### src/rtl/pc_pkg.sv
// Shared definitions for the program counter and the control unit that drives it.
// Holds the next-PC select encoding, the sequential step size and the reset address.
package pc_pkg;

   typedef enum logic [1:0] {
      PC_INC_NORMAL = 2'b00,
      PC_INC_BRANCH = 2'b01,
      PC_INC_JUMP   = 2'b10,
      PC_INC_HOLD   = 2'b11
   } pc_inc_t;

   localparam logic [31:0] PC_STEP          = 32'd4;
   localparam logic [31:0] RESET_PC_DEFAULT = 32'h0000_0000;

   // Branch offsets are in words; the target is relative to the sequential PC.
   function automatic logic [31:0] branch_target(input logic [31:0] pc,
                                                 input logic [31:0] word_offset);
      return pc + PC_STEP + (word_offset << 2);
   endfunction

endpackage

### src/rtl/pc_next.sv
// Combinational next-PC calculator: sequential and branch adders feeding a 4-way select.
// All arithmetic wraps modulo 2^32; no alignment is imposed on any target.
module pc_next
   import pc_pkg::*;
(
   input  logic [31:0] last_pc,
   input  logic [1:0]  pc_inc_type,
   input  logic        alu_branch_result,
   input  logic [31:0] abs_addr,
   input  logic [31:0] branch_addr,
   output logic [31:0] next_pc
);

   logic [31:0] seq_pc;
   logic [31:0] br_tgt;

   always_comb begin
      seq_pc = last_pc + PC_STEP;
      br_tgt = branch_target(last_pc, branch_addr);
   end

   always_comb begin
      next_pc = seq_pc;
      unique case (pc_inc_t'(pc_inc_type))
         PC_INC_NORMAL: next_pc = seq_pc;
         PC_INC_BRANCH: next_pc = alu_branch_result ? br_tgt : seq_pc;
         PC_INC_JUMP:   next_pc = abs_addr;
         PC_INC_HOLD:   next_pc = last_pc;
         default:       next_pc = seq_pc;
      endcase
   end

endmodule

### src/rtl/program_counter.sv
// PC register of the single-cycle MIPS core: next-PC calculator plus an async-clear register.
// The parent feeds current_pc back into last_pc.
module program_counter
   import pc_pkg::*;
#(
   parameter logic [31:0] RESET_PC = RESET_PC_DEFAULT
) (
   input  logic        clk,
   input  logic        clr,
   input  logic [31:0] last_pc,
   input  logic [1:0]  pc_inc_type,
   input  logic        alu_branch_result,
   input  logic [31:0] abs_addr,
   input  logic [31:0] branch_addr,
   output logic [31:0] current_pc
);

   logic [31:0] next_pc;
   logic [31:0] current_pc_d;
   logic [31:0] current_pc_q;

   pc_next u_pc_next (
      .last_pc           (last_pc),
      .pc_inc_type       (pc_inc_type),
      .alu_branch_result (alu_branch_result),
      .abs_addr          (abs_addr),
      .branch_addr       (branch_addr),
      .next_pc           (next_pc)
   );

   always_comb begin
      current_pc_d = next_pc;
   end

   always_ff @(posedge clk or posedge clr) begin
      if (clr) begin
         current_pc_q <= RESET_PC;
      end else begin
         current_pc_q <= current_pc_d;
      end
   end

   assign current_pc = current_pc_q;

endmodule

### config.mk
export PLATFORM = sky130hd
export DESIGN_NAME = program_counter
export DESIGN_NICKNAME = d
export VERILOG_FILES = /design/src/rtl/pc_pkg.sv /design/src/rtl/pc_next.sv /design/src/rtl/program_counter.sv
export SDC_FILE = /design/constraint.sdc
export NUM_CORES = 1
export LEC_CHECK = 0
export ABC_AREA = 1
export BUFFER_PORTS_ARGS = -buffer_cell sky130_fd_sc_hd__buf_2
export CORE_MARGIN = 5
export CORE_UTILIZATION = 35
export CTS_CLUSTER_DIAMETER = 40
export DETAILED_ROUTE_END_ITERATION = 10
export PLACE_DENSITY_LB_ADDON = 0.1
export REMOVE_ABC_BUFFERS = 1
export SLEW_MARGIN = 10
export SYNTH_ARGS = -nofsm -noshare
export SYNTH_HDL_FRONTEND = slang
export SYNTH_SLANG_ARGS = --single-unit
### constraint.sdc
create_clock -name clk -period 2.3 [get_ports clk]
set_clock_uncertainty 0.1 [all_clocks]
set_input_delay 0.46 -clock clk [delete_from_list [all_inputs] [get_ports clk]]
set_output_delay 0.46 -clock clk [all_outputs]
set_load 0.05 [all_outputs]
==> out/metrics.yaml <==
layout:
  largest_reg_flops: 32
  antenna_cells: 0
  postLayoutCellArea_sq_um: 9040
  final_util_pct: 65.9
  multi_input_area_sq_um: 5060
  area.growth.synth_to_final_pct: 86.2
  fin_nets: 1300
  drive_above_1_share_pct: 55.6
  fillCellCount: 1202
  regArea_sq_um: 801
clock_network:
  clock_path_buffers: 2
  cts_sinks: 32
  htree_num_levels: 2
  cts_root_buf: "clkbuf_16"
  cts_tree: "yes"
  clk_pin_slew_ns: 0.06
  cts_buffers: 5
timing:
  min_period_ns: 2.78
  fin_ws_ns: -0.481
  clock.fmax_mhz: 360
  rsz0062_at_grt: "yes"
  setup_viol: 25
  period_share_pct: 121
  hold_violations: 0
  tightest_slew_ns: 0.556
  slew_viol_final: 0
  relSlewSlack_pct: 62.6
setup_path:
  cp_max_fo: 3
  required_ns: 2.37
  end_kind: "register"
  worst-setup-path-type: "in2reg"
  worstPathArrival_ns: 2.85
  startpoint_type: "input pin"
power:
  power.switching_mw: 1.55
  swShare_pct: 44.2
  power.density_nw_per_um2: 389
  power_frac_seq_pct: 18.4
  p_leak_nw: 4.61
  p_clk_share_pct: 19.9
  ir_drop_v: 0.000222
  pwr-share-comb_pct: 61.7
  internal_power_mw: 1.96
drt:
  route.detailed.drc: 0
  post_drt_wl_per_cell_um: 16.6
  drtIter0Drc: 464
  first_pass_iters: 5
  wl_um: 22400
  vias: 6663
  vias_per_cell: 4.95
  ant_nets: 0
global_routing:
  antenna_found_initial: 0
  grt_start_max_net_pins: 33
  gr-usage-all-layers_pct: 26.1
  grt-ovfl-total: 0
  grt_pass1_vias: 6528
  grt_pass1_wl_um: 33500
floorplan:
  floorplan.initialDensity_pct: 35.4
  core_sq_um: 13700
  die_height_um: 128
  rows: 43
  ios: 133
  die_width_um: 128
  dieArea_sq_um: 16300
place:
  dpl.hpwl_um: 16900
  io_buffer_count: 130
  dpl_cell_area_sq_um: 6840
  place.gp.congestion: 0.980
synthesis:
  synth_seq_cells: 32
  yosysWarnings: 0
  synth-edff-count: 0
  synthArstFlopShare_pct: 100
  synth-main-ff-cell: "dfrtp_1"
  ys_seq_area_share_pct: 16.5
  synth_cell_types: 43
  syn_inst: 847
  syn_area_sq_um: 4850
  post_synth.cell_area_avg_sq_um: 5.73
min_path:
  hold_path_class: "in2async"
run_status:
  status: "complete, but fails checks"
  violations: "negative setup slack"
job:
  drv_cap: 0
## power groups by stage
stage          Sequential, mW  Combinational, mW  Clock (mW)
2_1_floorplan           0.888              0.635           0
3_3_place_gp            0.656               1.55           0
3_5_place_dp            0.657               1.55           0
4_1_cts                 0.647               1.89       0.706
5_1_grt                 0.651               2.32       0.724
6_report                0.647               2.16       0.700
## kinds of logic (layout without fill, tap and decap cells)
| family | after synthesis | after routing | share of synthesized area [%] |
|---|---|---|---|
| AOI/OAI and AO/OA | 117 | 117 | 13.5 |
| xor gates and xnor gates | 27 | 27 | 4.87 |
| adders and majority gates | 35 | 35 | 9.18 |
| buffers and inverters | 158 | 476 | 12.8 |
| DFF | 32 | 32 | 16.5 |
| and+or+nand+nor | 478 | 478 | 43.1 |
## worst max-delay path: stages
cell and delay, ns:
buf_8 0.08, buf_6 0.10, nand2_4 0.05, nor2_4 0.16, nand2_4 0.08, nor2_4 0.18
xor2_1 0.20, buf_4 0.18, ha_1 0.27, nand2_2 0.11, inv_1 0.07, nand2_1 0.08
nand3_2 0.11, o21bai_1 0.19, nand2_1 0.13, nand3_1 0.10, nand2_1 0.07, nand3_1 0.07
nand2_1 0.08, nand3_1 0.07
## worst max-delay path by stage
stage,from,endpoint
2_1_floorplan,last_pc[2],current_pc[29]
3_3_place_gp,last_pc[2],current_pc[24]
3_5_place_dp,last_pc[2],current_pc[24]
4_1_cts,last_pc[14],current_pc[31]
5_1_grt,last_pc[2],current_pc[30]
6_report,last_pc[3],current_pc[25]
## metrics by stage
step	worst slack, ns	setup TNS [ns]	instances	hold WS [ns]	power [mW]
global placement	-1.08	-23.57	1301	0.482	2.21
finish	-0.481	-8.67	1345	0.168	3.51
global route	-0.594	-11.48	1345	0.210	3.69
floorplan	-0.434	-6.96	833	0.470	1.52
CTS	-0.405	-7.53	1326	0.180	3.24
detailed placement	-1.05	-23.22	1301	0.485	2.20
## cell type report
| cell class | instances | share of cell area [%] |
|---|---|---|
| multi-input combinational | 657 | 56.0 |
| timing repair buffer | 324 | 24.8 |
| sequential | 32 | 8.86 |
| inverter | 144 | 6.20 |
| tap | 180 | 2.49 |
| clock buffer | 8 | 1.62 |
## per-layer routing
| layer | vias to the layer above | wire length (um) | GRT usage (%) |
|---|---|---|---|
| li1 | 3318 | - | - |
| met1 | 3067 | 9890 | 35.8 |
| met2 | 239 | 10400 | 43.6 |
| met3 | 39 | 1500 | 3.13 |
| met4 | 0 | 569 | 6.74 |
| met5 | - | 0 | 0 |
## cell usage after synthesis, types with 3 or more instances
library cell	n	share of area (%)
a21oi_1	40	4.1
nor2_1	78	6.0
nand3b_1	9	1.4
xor2_1	20	3.6
inv_1	137	11
a22o_1	5	0.90
nor3_2	5	1.0
clkbuf_1	9	0.70
nand4_1	17	2.2
nand2_1	280	22
ha_1	34	8.8
xnor2_1	7	1.3
nor2_2	3	0.39
o21bai_1	7	1.1
inv_2	5	0.39
nand3_1	55	5.7
nor3_1	5	0.52
buf_6	3	0.70
nor2_4	4	0.93
and2_1	3	0.39
o211ai_1	3	0.46
nand3_2	3	0.62
o21ai_1	6	0.62
dfrtp_1	32	16
o21ai_0	47	4.8
nand2_2	9	1.2
## cell usage in the layout, fill, tap and decap left out, types with 27 or more instances in the layout
master / count
nand2_1: 189
buf_4: 176
buf_2: 122
inv_1: 103
nand2_2: 68
nor2_1: 41
nand2_4: 32
dfrtp_1: 32
inv_2: 31
nor2_4: 31
nand3_2: 28
ha_4: 28
nand3_1: 27
## repair_timing
action,4_1_cts,5_1_grt
hold buffers,0,0
setup buffers,18,21
gates resized for setup,260,181
pin swaps,101,122
endpoints found under the setup margin,27,27
(Power assumes the default switching activity.)
